File: config.mk
export PLATFORM = sky130hd
export DESIGN_NAME = uart_tx
export DESIGN_NICKNAME = d
export VERILOG_FILES = /design/src/rtl/uart_tx.sv
export SDC_FILE = /design/constraint.sdc
export NUM_CORES = 1
export LEC_CHECK = 0
export ABC_AREA = 1
export BUFFER_PORTS_ARGS = -buffer_cell sky130_fd_sc_hd__buf_2
export CAP_MARGIN = 5
export CORE_MARGIN = 1.5
export CORE_UTILIZATION = 51
export DETAILED_ROUTE_END_ITERATION = 7
export GPL_TIMING_DRIVEN = 0
export PLACE_DENSITY = 0.73
export RECOVER_POWER = 25
export SYNTH_ARGS = -nofsm -noshare
export SYNTH_HDL_FRONTEND = slang
export SYNTH_SLANG_ARGS = --single-unit
File: constraint.sdc
create_clock -name clk -period 1.2 [get_ports clk]
set_input_delay 0.24 -clock clk [delete_from_list [all_inputs] [get_ports clk]]
set_output_delay 0.24 -clock clk [all_outputs]
set_load 0.02 [all_outputs]
File: src/rtl/uart_tx.sv
// uart_tx: UART transmitter, 8N1/8N2 frames LSB-first, optional even parity via UART_TX_PARITY_EN
//   clk, rstn (sync, active-low); tx_data/tx_valid/tx_ready byte handshake;
//   tx serial line (idle high); tx_busy = !tx_ready; tx_done pulses as the last stop bit ends.
module uart_tx #(
  parameter int CLKS_PER_BIT = 16,
  parameter int STOP_BITS    = 1
) (
  input  logic       clk,
  input  logic       rstn,
  input  logic [7:0] tx_data,
  input  logic       tx_valid,
  output logic       tx_ready,
  output logic       tx,
  output logic       tx_busy,
  output logic       tx_done
);
  localparam int BW = $clog2(CLKS_PER_BIT);
  typedef enum logic [2:0] {IDLE, START, DATA, PARITY, STOP} state_t;
`ifdef UART_TX_PARITY_EN
  localparam state_t AFTER_DATA = PARITY;
`else
  localparam state_t AFTER_DATA = STOP;
`endif
  state_t state_q, state_d;
  logic [BW-1:0] baud_q, baud_d;
  logic [2:0] bit_q, bit_d;
  logic [7:0] shreg_q, shreg_d;
  logic par_q, par_d, tx_q, tx_d, done_q, done_d, bit_end;
  always_comb begin
    state_d = state_q;
    shreg_d = shreg_q;
    par_d = par_q;
    bit_d = bit_q;
    done_d = 1'b0;
    bit_end = baud_q == BW'(CLKS_PER_BIT - 1);
    baud_d = (state_q == IDLE || bit_end) ? '0 : baud_q + 1'b1;
    case (state_q)
      IDLE: if (tx_valid) begin
        shreg_d = tx_data;
        par_d = ^tx_data;
        bit_d = '0;
        state_d = START;
      end
      START: state_d = bit_end ? DATA : START;
      DATA: if (bit_end) begin
        shreg_d = shreg_q >> 1;
        bit_d = bit_q + 1'b1;
        state_d = (bit_q == 3'd7) ? AFTER_DATA : DATA;
      end
      PARITY: state_d = bit_end ? STOP : PARITY;
      STOP: if (bit_end) begin
        bit_d = bit_q + 1'b1;
        if (bit_q == 3'(STOP_BITS - 1)) begin
          bit_d = '0;
          state_d = IDLE;
          done_d = 1'b1;
        end
      end
      default: state_d = IDLE;
    endcase
    tx_d = (state_d == START) ? 1'b0 :
           (state_d == DATA) ? shreg_d[0] :
           (state_d == PARITY) ? par_d : 1'b1;
  end
  always_ff @(posedge clk) begin
    if (!rstn) begin
      state_q <= IDLE;
      baud_q <= '0;
      bit_q <= '0;
      shreg_q <= '0;
      par_q <= 1'b0;
      tx_q <= 1'b1;
      done_q <= 1'b0;
    end else begin
      state_q <= state_d;
      baud_q <= baud_d;
      bit_q <= bit_d;
      shreg_q <= shreg_d;
      par_q <= par_d;
      tx_q <= tx_d;
      done_q <= done_d;
    end
  end
  assign tx_ready = state_q == IDLE;
  assign tx_busy = !tx_ready;
  assign tx = tx_q;
  assign tx_done = done_q;
endmodule

==> results.md <==
* DRC errors left at 0
* Buf/Inv on CP at 0
* Total gr overflow at 0
* Via count at 1214
* First-pass GRT wire length at 4.374 mm
* Diode count at 0
* Worst path max stage delay at 350 ps
* VDD IR max at 0.0008174 V
* Status: finished with violations
* Hpwl dp at 1.907 mm
* Post-synth top area cell: dfxtp_1
* Worst Path Arrival at 1520 ps
* HP Class: in2reg
* Syn avg cell area at 6.916 um2
* Core Rows at 17
* Root Driver: clkbuf_4
* WP data required at 1410 ps
* Nets at 228
* Startpoint types: register
* Power per cell area at 898.5 mW/mm2
* Avg WL per Cell at 10.82 um
* CTS tree: built
* Syn Nets at 199
* Ports at 15
* Slowest CP cell: dfxtp_2
* Fin. max-slew vios at 0
* Post-route core utilization at 70.75%
* Share of layout cells above drive strength 1 at 35.85%
* Setup violators final at 14
* Die height at 52.95 um
* Reg clk slew, reported paths at 120 ps
* Setup ws final at -111.0 ps
* # H-tree levels at 1
* Max-cap violations at 0
* DR vias/cell at 5.058
* Port Buffers at 14
* Clk buf depth at 2
* WS Path Type: reg2reg
* Area post-placement at 0.001409 mm2
* Main synth FF type: dfxtp_1
* Clock Latency Late Sink at 310 ps
* Cell Area, Synth at 0.001272 mm2
* Final period util at 109.2%
* Post-cts hold buffer count at 0
* Initial antenna violation count at 0
* Tot Pwr at 1.447 mW
* Relative slew slack at 69.60%
* Largest net degree at the start of global routing at 13
* Violated checks: negative setup slack
* Chip Width at 52.95 um
* CP delay by family, top: simple AND/OR/NAND/NOR gates
* Top-count cell post-synth: nand2_1
* Area grow syn2layout at 26.55%
* Final hold vios at 0
* Critical path endpoint category: register
* Total Routing Usage GR at 21.29%
* EDFF count, synth at 0
* Seq/Total Area, Yosys at 33.04%
* Synth unique cells at 28
* Synth Instances at 184
* Clock skew at 3.886 ps
* DRT Pass-1 Iters at 4
* Clk sinks at 21
* Non-Filler Instances at 240
* Worst-path maximum fanout at 3
* RSZ-0062 raised after global routing: yes
* CORE AREA at 0.002276 mm2
* Syn. warnings at 0
* Cell Count Post-Placement at 226
* Iter 0 DRT Violations at 14
* Leading post-synthesis cells by cell area: dfxtp_1 (33%), nand2_1 (18%), inv_1 (7.1%)
* Synth top cells by count: nand2_1 (62), inv_1 (24), dfxtp_1 (21)
* Cells along the critical path: ha_2, ha_2, nand2_1, nand2_1, nand2_2, nor2_1, o21ai_2, nand3_2
* Fin area at 0.001610 mm2
* Asr flop ratio synth at 0%
* Yosys reg bits at 21
* GP Congestion at 0.7752
* Die area at 0.002804 mm2
* Initial core utilization at 55.91%
* Top-area cell type share of the netlist area at 33.04%
* Slew at the pin with the worst max-slew slack at 456.0 ps
* Pleak at 0.8029 nW
* TritonCTS buffer count at 3
* Vias in the first global route at 1096
* Fmax at 0.7628 GHz
* Detailed Route WL at 2.597 mm
* Final min period at 1311 ps
* Routed Antenna Nets at 0
[flip-flops by register name, summed over array words and instances (netlist names)]
register  cells
tx_done       1
par_q         1
state_q       3
baud_q        4
tx            1
shreg_q       8
bit_q         3
[area by class of cell]
type                    count  area (um2)
clock inverters             1       5.005
flip-flops and latches     21       434.2
fillers                   204       665.6
clock buffers               3       22.52
well taps                  28       35.03
multi-input cells         133       822.0
repair buffers             24       156.4
inverters                  28       120.1
plain buffers               2       15.01
[cells in the final DEF (no fill, tap or decap), drive strengths merged]
master | netlist | final
a22oi | 3 | 3
o21ai | 11 | 11
inv | 27 | 27
clkinv | 1 | 2
a21oi | 6 | 6
or2 | 1 | 1
and2 | 1 | 1
dfxtp | 21 | 21
a31oi | 3 | 3
nor2 | 23 | 23
xnor2 | 2 | 2
clkbuf | 1 | 4
ha | 4 | 4
nand2 | 66 | 66
buf | 1 | 25
xor2 | 1 | 1
nand3 | 12 | 12
[repair_timing]
action / 4_1_cts / 5_1_grt
resized for setup: 19 / 17
pin swaps: 11 / 12
setup endpoints to repair: 17 / 17
setup buffers: 6 / 3
cloned: 0 / 1
[final timing paths]
check	to	slack [ps]	cells after the start	from
setup reg to reg	tx	-110	8	bit_q[0]
setup / recovery	tx	-110	8	bit_q[0]
hold reg to reg	shreg_q[1]	470	2	shreg_q[1]
hold / removal	tx	190	2	rstn
[layer usage]
layer	track usage (%)	part of all wire, %
met3	3.390	2.7
met5	0	0
met4	8.974	1.7
met2	40.21	51
met1	23.09	44
[cell families (layout without fill, tap and decap cells)]
logic type / Yosys count / after routing / share of synthesized area (%)
AO/OA/AOI/OAI: 23 / 23 / 11.41
XOR/XNOR: 3 / 3 / 2.065
adder cells (fa/ha/maj): 4 / 4 / 3.933
buffers and inverters: 30 / 58 / 9.833
flip-flops: 21 / 21 / 33.04
AND/OR/NAND/NOR: 103 / 103 / 39.73
[power by group]
| part | internal (mW) | leakage (nW) | switching [mW] |
|---|---|---|---|
| registers | 0.731 | 0.175 | 0.0254 |
| logic | 0.147 | 0.610 | 0.201 |
| clock network | 0.125 | 0.0177 | 0.218 |
[worst register-to-register path: stages, from the launching register on]
cell and delay, ps:
dfxtp_2 350, ha_2 180, ha_2 160, nand2_1 90, nand2_1 80, nand2_2 80, nor2_1 50, o21ai_2 140
nand3_2 80
[per-stage QoR]
stage | hold WS [ps] | setup TNS [ps] | setup WS (ps)
after floorplan | 312.5 | -45.85 | -32.02
after global placement | 427.8 | -811.4 | -124.9
after detailed placement | 436.8 | -1324 | -153.9
after CTS | 174.9 | -800.4 | -103.7
after global routing | 184.6 | -1953 | -161.6
final | 188.9 | -821.3 | -111.0
Power figures use the tool's default switching activity.
